**config.mk**
```make
export PLATFORM = sky130hd
export DESIGN_NAME = dev_intc
export DESIGN_NICKNAME = d
export VERILOG_FILES = /design/src/rtl/dev_pkg.sv /design/src/rtl/dev_intc_prio.sv /design/src/rtl/dev_intc.sv
export SDC_FILE = /design/constraint.sdc
export NUM_CORES = 1
export LEC_CHECK = 0
export CAP_MARGIN = 10
export CORE_MARGIN = 10
export CORE_UTILIZATION = 35
export CTS_BUF_LIST = sky130_fd_sc_hd__clkbuf_8
export CTS_CLUSTER_DIAMETER = 100
export DETAILED_ROUTE_END_ITERATION = 10
export GPL_ROUTABILITY_DRIVEN = 0
export PLACE_DENSITY = 0.92
export SYNTH_ARGS = -nofsm -noshare
export SYNTH_HDL_FRONTEND = slang
export SYNTH_HIERARCHICAL = 1
export SYNTH_SLANG_ARGS = --single-unit
```
**constraint.sdc**
```tcl
create_clock -name CLK -period 6.1 [get_ports CLK]
set_clock_uncertainty 0.2 [all_clocks]
set_input_delay 1.22 -clock CLK [delete_from_list [all_inputs] [get_ports CLK]]
set_output_delay 1.22 -clock CLK [all_outputs]
set_load 0.02 [all_outputs]
```
**src/rtl/dev_pkg.sv**
```systemverilog
// rtl/dev_pkg.sv - shared register map, FSM states and constants for dev_intc
package dev_pkg;

    localparam logic [31:0] PEND_ADDR = 32'hF000_0100;
    localparam logic [31:0] MASK_ADDR = 32'hF000_0104;
    localparam logic [31:0] ID_ADDR   = 32'hF000_0108;
    localparam logic [31:0] EOI_ADDR  = 32'hF000_010C;

    // Value returned by the ID register when nothing is in service
    localparam logic [31:0] ID_NONE   = 32'hFFFF_FFFF;

    typedef enum logic [1:0] {
        IDLE    = 2'd0,
        REQ     = 2'd1,
        SERVICE = 2'd2
    } intc_state_e;

endpackage

```
**src/rtl/dev_intc_prio.sv**
```systemverilog
// rtl/dev_intc_prio.sv - fixed-priority encoder, lowest set bit wins
module dev_intc_prio #(
    parameter int N = 4,
    parameter int W = (N > 1) ? $clog2(N) : 1
) (
    input  logic [N-1:0] req,
    output logic         any,
    output logic [W-1:0] idx
);

    always_comb begin
        any = |req;
        idx = '0;
        for (int i = N - 1; i >= 0; i--) begin
            if (req[i]) begin
                idx = W'(i);
            end
        end
    end

endmodule

```
**src/rtl/dev_intc.sv**
```systemverilog
// rtl/dev_intc.sv - edge-latched, masked, fixed-priority interrupt controller
module dev_intc
    import dev_pkg::*;
#(
    parameter int               DBITS    = 32,
    parameter int               NIRQ     = 4,
    parameter logic [DBITS-1:0] PENDADDR = DBITS'(PEND_ADDR),
    parameter logic [DBITS-1:0] MASKADDR = DBITS'(MASK_ADDR),
    parameter logic [DBITS-1:0] IDADDR   = DBITS'(ID_ADDR),
    parameter logic [DBITS-1:0] EOIADDR  = DBITS'(EOI_ADDR),
    localparam int              IDW      = (NIRQ > 1) ? $clog2(NIRQ) : 1
) (
    input  logic             CLK,
    input  logic             RESET_N,
    input  logic [DBITS-1:0] ABUS,
    input  logic             WE,
    input  logic [DBITS-1:0] DBUS_IN,
    output logic [DBITS-1:0] DBUS_OUT,
    input  logic [NIRQ-1:0]  IRQ,
    input  logic             INTA,
    output logic             INTR,
    output logic [IDW-1:0]   INTVEC
);

    intc_state_e     state_q, state_d;
    logic [NIRQ-1:0] irq_q, irq_d;
    logic [NIRQ-1:0] pend_q, pend_d;
    logic [NIRQ-1:0] mask_q, mask_d;
    logic [IDW-1:0]  isr_id_q, isr_id_d;
    logic            intr_q, intr_d;

    logic [NIRQ-1:0] elig;
    logic            elig_any;
    logic [IDW-1:0]  elig_idx;
    logic [NIRQ-1:0] rise, w1c_clr, inta_clr;
    logic            wr_pend, wr_mask, wr_eoi;
    logic            unused_dbus_hi;

    assign elig    = pend_q & mask_q;
    assign rise    = IRQ & ~irq_q;
    assign wr_pend = WE && (ABUS == PENDADDR);
    assign wr_mask = WE && (ABUS == MASKADDR);
    assign wr_eoi  = WE && (ABUS == EOIADDR);
    assign w1c_clr = wr_pend ? DBUS_IN[NIRQ-1:0] : '0;

    assign unused_dbus_hi = ^DBUS_IN[DBITS-1:NIRQ];

    dev_intc_prio #(
        .N (NIRQ),
        .W (IDW)
    ) u_prio (
        .req (elig),
        .any (elig_any),
        .idx (elig_idx)
    );

    always_comb begin
        state_d  = state_q;
        isr_id_d = isr_id_q;
        inta_clr = '0;
        case (state_q)
            IDLE: begin
                if (elig_any) begin
                    state_d = REQ;
                end
            end
            REQ: begin
                if (!elig_any) begin
                    state_d = IDLE;
                end else if (INTA) begin
                    isr_id_d = elig_idx;
                    inta_clr = NIRQ'(1) << elig_idx;
                    state_d  = SERVICE;
                end
            end
            SERVICE: begin
                if (wr_eoi) begin
                    state_d = IDLE;
                end
            end
            default: state_d = IDLE;
        endcase

        irq_d  = IRQ;
        // A new rising edge outranks any clear landing on the same bit
        pend_d = (pend_q & ~(w1c_clr | inta_clr)) | rise;
        mask_d = wr_mask ? DBUS_IN[NIRQ-1:0] : mask_q;
        intr_d = (state_d == REQ);
    end

    always_ff @(posedge CLK or negedge RESET_N) begin
        if (!RESET_N) begin
            state_q  <= IDLE;
            irq_q    <= '0;
            pend_q   <= '0;
            mask_q   <= '0;
            isr_id_q <= '0;
            intr_q   <= 1'b0;
        end else begin
            state_q  <= state_d;
            irq_q    <= irq_d;
            pend_q   <= pend_d;
            mask_q   <= mask_d;
            isr_id_q <= isr_id_d;
            intr_q   <= intr_d;
        end
    end

    assign INTR   = intr_q;
    assign INTVEC = elig_idx;

    // Reads are forced to zero while reset is held so ID does not show "none"
    always_comb begin
        DBUS_OUT = '0;
        if (RESET_N && !WE) begin
            if (ABUS == PENDADDR) begin
                DBUS_OUT = {{(DBITS-NIRQ){1'b0}}, pend_q};
            end else if (ABUS == MASKADDR) begin
                DBUS_OUT = {{(DBITS-NIRQ){1'b0}}, mask_q};
            end else if (ABUS == IDADDR) begin
                DBUS_OUT = (state_q == SERVICE) ? {{(DBITS-IDW){1'b0}}, isr_id_q}
                                                : DBITS'(ID_NONE);
            end
        end
    end

endmodule

```
* Word level (Yosys, flattened, before mapping)
Cells that the tools add are included.
** Storage, ports and cells
- Word-level logic and storage cells :: 47
- Memories kept :: 0
- Output and inout bits :: 35
- RAM bits :: 0
- Bits in read-only memories :: 0
- Bits in latches :: 0
- Bits in registers :: 17
- Input bits :: 72
** Operators by class
- Reductions and logical operators :: 8
- Shift operators :: 1
- $mul :: 0
- $lt $le $gt $ge :: 0
- Bitwise logic cells :: 7
- Equal/unequal tests :: 7
- Muxes and demuxes :: 18
- Add/subtract/negate cells :: 0
- Divide/modulo/power cells :: 0
** Operators with widths (count)
- 2-to-1 mux 32 bit :: 5
- == test 32 bit (second input constant) :: 4
- 2-to-1 mux 2 bit :: 8
- 2-to-1 mux 4 bit :: 4
- AND 4 bit :: 3
- NOT 4 bit :: 2
- OR 4 bit :: 2
- case mux 2 bit (3 select lines) :: 1
- == test 2 x 1 -> 1 bit (second input constant) :: 2
- logical AND 1 bit :: 4
- OR reduction 4 bit :: 1
- left shift 1 x 2 -> 4 bit (first input constant) :: 1
- AND reduction 3 bit :: 1
- == test 2 bit (second input constant) :: 1
- logical NOT 2 bit :: 1
- logical NOT 1 bit :: 1

* Logic depth before layout (Yosys ltp)
- Depth after elaboration :: 13
- Depth in mapped cells :: 7
- Depth with buffers taken out :: 7

* Cells and area by module
Netlist, hierarchy kept.
** Modules (own cells, without submodules)
- dev_intc :: cells an instance 123, area an instance 1167.4 um^2, sequential area each 425.4 um^2, instances 1
- dev_intc_prio :: cells an instance 7, area an instance 35.0 um^2, sequential area each 0.0 um^2, instances 1

* Worst setup path after synthesis
OpenSTA, ideal clock, no wires.
- Kind :: in2out
- From :: in ABUS[23]
- To :: out DBUS_OUT[10]
- Slack :: 1090 ps
- Required time :: 4680 ps
- Data arrival time :: 3590 ps
- Buffers on the path :: 1
- Stages on the path :: 5
- Cells stage by stage :: or4b_1 -> or4_4 -> nor3_1 -> and4b_1 -> buf_4
** On the way
- Longest elaborated chain between the ends :: 5
- Elaborated cells between the ends (all ways) :: 7
- Classes of those cells :: eq/ne (3); mux (4)
** Ends and longest elaborated chain
- start, declared :: line dev_intc.sv:15 : input logic [DBITS-1:0] ABUS,
- == test 32 bit :: line dev_intc.sv:120 : end else if (ABUS == IDADDR) begin
- 2-to-1 mux 32 bit :: line dev_intc.sv:120
- 2-to-1 mux 32 bit :: line dev_intc.sv:118 : end else if (ABUS == MASKADDR) begin
- 2-to-1 mux 32 bit (*) :: line dev_intc.sv:116 : if (ABUS == PENDADDR) begin
- 2-to-1 mux 32 bit (*) :: line dev_intc.sv:115 : if (RESET_N && !WE) begin
- end, declared :: line dev_intc.sv:18 : output logic [DBITS-1:0] DBUS_OUT,
Mark *: on every way between the ends. The rest lies on a longest branch, timed or not.

* Worst setup path in the final report
- From :: in ABUS[23]
- To :: out DBUS_OUT[17]
The elaborated chain is that of the path after synthesis.

==> run summary <==
YOSYS
-------------------------------------------------------------------------------------------
Warnings, synthesis ..........................................................            6
Library cell with the highest instance count after synthesis ................. sky130_fd_sc_hd__buf_4
Most area-consuming cells after synthesis .................................... sky130_fd_sc_hd__dfrtp_1, sky130_fd_sc_hd__buf_4, sky130_fd_sc_hd__mux2_2, sky130_fd_sc_hd__a2bb2oi_1, sky130_fd_sc_hd__o21ai_0
Total of flip-flops plus latches after synthesis .............................           17
Post-synth net total .........................................................          202
Seq/Total Area, Yosys ........................................................        35.4%
Proportion of netlist area held by the largest area contributor ..............        35.4%
Library cell occupying the most area in the post-synthesis netlist ........... sky130_fd_sc_hd__dfrtp_1
Primary FF master, synth ..................................................... sky130_fd_sc_hd__dfrtp_1
Post-synth EDFFs .............................................................            0
Synth cell types .............................................................           32
Top cells by count, synth .................................................... sky130_fd_sc_hd__buf_4, sky130_fd_sc_hd__dfrtp_1, sky130_fd_sc_hd__inv_1, sky130_fd_sc_hd__nor2_1
Ys async rst share ...........................................................         100%
Syn_area_per_cell ............................................................   9.25 sq um
Gate Count Post-Synth ........................................................          130
Summed instance area of the synthesized netlist ..............................   1200 sq um

PWR
-------------------------------------------------------------------------------------------
Worst vdd ir .................................................................     0.138 mV
Leakage power summed over all cells ..........................................  0.000719 uW
Final Total Pwr ..............................................................       239 uW
Pwr per Cell Area ............................................................  126 nW/um^2

FINAL LAYOUT
-------------------------------------------------------------------------------------------
Area growth from synthesis to layout .........................................        57.3%
Ratio of cells with drive above 1 in the final layout ........................        8.11%
Number of fill cells .........................................................          295
Final instance area ..........................................................   1890 sq um
N_diodes .....................................................................            0
Final #Nets ..................................................................          258

DETAILED ROUTING
-------------------------------------------------------------------------------------------
Vias per cell ................................................................         4.77
Via count ....................................................................         1103
Number of design-rule violations left by the first detailed-router iteration .           71
Final routed wirelength across all metal layers ..............................      3.61 mm
Average wire per cell in the routed design ...................................      15.6 um
Drt first pass iters .........................................................            4
Detail Route Antenna Nets ....................................................            0
Residual DRC .................................................................            0

CLOCK NETWORK
-------------------------------------------------------------------------------------------
Deepest clock path buffer count ..............................................            2
Number of CTS-inserted buffers ...............................................            3
TritonCTS clock tree .........................................................         done
H-tree depth reported by CTS .................................................            1
Number of buffers inserted by hold repair at cts .............................            0
Master cell of the clock root buffer ......................................... sky130_fd_sc_hd__clkbuf_8
Resized Gates After CTS ......................................................            0
Clock slew at reported path FFs ..............................................        70 ps
Num Clock Sinks ..............................................................           17
Insertion delay to the later sink of the worst-skew pair .....................       250 ps
Post-CTS setup repair buffer count ...........................................            0

FLOORPLAN
-------------------------------------------------------------------------------------------
Initial Util .................................................................        36.0%
Number of top-level pins .....................................................          107
Standard cell core area ......................................................   3340 sq um
Std cell rows ................................................................           21
Vertical die dimension .......................................................      78.6 um
Total die area ...............................................................   6180 sq um
Overall die width ............................................................      78.6 um

CRITICAL PATH
-------------------------------------------------------------------------------------------
Slowest stage cell, crit path ................................................ sky130_fd_sc_hd__clkdlybuf4s50_1
Worst path cell trace ........................................................ clkdlybuf4s50_1 -> or4b_1 -> or4_4 -> nor3_1 -> and4b_1 -> buf_4 -> clkdlybuf4s50_1
Nature of the critical path endpoint ......................................... primary output
Worst Path Required ..........................................................      4680 ps
Arr. time, crit path .........................................................      4210 ps
Most Frequent Cell on Critical Path .......................................... sky130_fd_sc_hd__clkdlybuf4s50_1
Crit path largest cell delay .................................................       660 ps
Number of buffers and inverters on the critical path .........................            3
Crit start category ..........................................................    input pin
Delay-heaviest family, CP .................................................... simple AND/OR/NAND/NOR gates
CP max FO ....................................................................           28
Critical setup path kind .....................................................       in2out

STA
-------------------------------------------------------------------------------------------
Final setup slack of the worst path ..........................................       468 ps
Slew of the pin with the lowest slew margin ..................................       664 ps
Count of final hold-check violations .........................................            0
Fmax achieved ................................................................      178 MHz
Post-layout min period .......................................................      5630 ps
Setup violators final ........................................................            0
Worst hold-check slack .......................................................       281 ps
Share of the clock period used by the worst path after layout ................        92.3%
Total Neg Setup Slack ........................................................         0 ps
Relative slew margins ........................................................        55.4%
Unrepaired setup endpoints after global routing ..............................        false
Number of slew-limit violations in the final report ..........................            0

GRT
-------------------------------------------------------------------------------------------
Maximum number of pins on one net before global-route repair .................           29
First-pass GRT wire length ...................................................      5.76 mm
Vias in the first global route ...............................................         1159
Antenna violations before repair .............................................            0
Total global routing overflow ................................................            0
All-layer global routing usage ...............................................        11.2%

HOLD PATH
-------------------------------------------------------------------------------------------
Type of the worst min-delay path .............................................      reg2reg

JOB
-------------------------------------------------------------------------------------------
Max_cap viols ................................................................            0

PLACE
-------------------------------------------------------------------------------------------
Setup WS pre-CTS .............................................................       435 ps
Area after detailed placement ................................................   1850 sq um
Number of buffers inserted by port buffering .................................           78
Detailed placer's ending HPWL ................................................      3.07 mm

RUN STATUS
-------------------------------------------------------------------------------------------
Run status ................................................................... finished, final reports clean

-- state kept, by name, summed over array words and instances, names as in the netlist --
register,count
INTR,1
irq_q,4
isr_id_q,2
mask_q,4
pend_q,4
state_q,2
-- worst register-to-register path, delay by kind of cell (launching register included) --
kind / cells / cell delay, ps
buffers and inverters: 1 / 150
flip-flops: 1 / 400
AO/OA/AOI/OAI: 3 / 580
AND/OR/NAND/NOR: 2 / 630
-- final cells by class --
| cell class | instances | area, sq um | area share (%) |
|---|---|---|---|
| multi-input combinational | 76 | 537 | 28.4 |
| inverter | 8 | 30.0 | 1.59 |
| clock buffer | 3 | 41.3 | 2.18 |
| tap | 46 | 57.6 | 3.04 |
| sequential | 17 | 425 | 22.5 |
| timing repair buffer | 80 | 796 | 42.1 |
| clock inverter | 1 | 5.00 | 0.265 |
-- kinds of logic (layout without fill, tap and decap cells) --
| family | after synthesis | count (layout) | synth area share (%) |
|---|---|---|---|
| AND/OR/NAND/NOR | 47 | 47 | 23.9 |
| buffers and inverters | 37 | 92 | 20.0 |
| multiplexers | 4 | 4 | 3.75 |
| flip-flops | 17 | 17 | 35.4 |
| AO/OA/AOI/OAI | 25 | 25 | 17.0 |
-- power by group --
group	internal [uW]	leakage, uW	total [uW]	switching [uW]
registers	114	0.000207	114	0.404
logic	28.8	0.000486	41.6	12.8
clock network	45.3	0.0000255	83.1	37.9
-- through the flow --
step	std cells	util [%]
6_report	231	56.7
5_1_grt	231	56.7
4_1_cts	231	56.7
3_5_place_dp	227	55.3
3_3_place_gp	227	55.3
2_1_floorplan	130	-
-- path summary, 6_finish.rpt --
| path | endpoint | from | cells after the start | slack [ps] |
|---|---|---|---|---|
| setup / recovery | DBUS_OUT[17] | ABUS[23] | 7 | 470 |
| hold / removal | INTR$_DFF_PN0_ | state_q[1]$_DFF_PN0_ | 1 | 280 |
| setup reg to reg | pend_q[3]$_DFF_PN0_ | pend_q[0]$_DFF_PN0_ | 6 | 4000 |
| hold reg to reg | INTR$_DFF_PN0_ | state_q[1]$_DFF_PN0_ | 1 | 280 |
| max in group asynchronous | mask_q[3]$_DFFE_PN0P_ | RESET_N | 2 | 4410 |
| min in group asynchronous | irq_q[0]$_DFF_PN0_ | RESET_N | 2 | 1100 |
-- routing by layer --
metal | vias up | share of wire (%) | global-route usage, % | wire length (um)
li1 | 550 | - | - | -
met2 | 48 | 53 | 20.4 | 1910
met1 | 503 | 37 | 11.7 | 1320
met5 | - | 0 | 0 | 0
met4 | 0 | 0.11 | 1.61 | 4
met3 | 2 | 10 | 5.13 | 370
-- cell usage in the layout (no fill, tap or decap), drive strengths merged, types with 2 or more instances in the layout --
cell            n
o31ai           4
a2bb2oi         4
inv             8
or4b            2
mux2            4
nand3           2
and4b           2
nor4            5
nor2            8
clkdlybuf4s50  78
or4             2
and2            4
a211o           2
a211oi          2
buf             2
o21ai           7
nor3            4
a21boi          2
nand2b          5
nand2           7
dfrtp          17
o311a           2
nand4b          2
clkbuf          3
(Power assumes the default switching activity.)
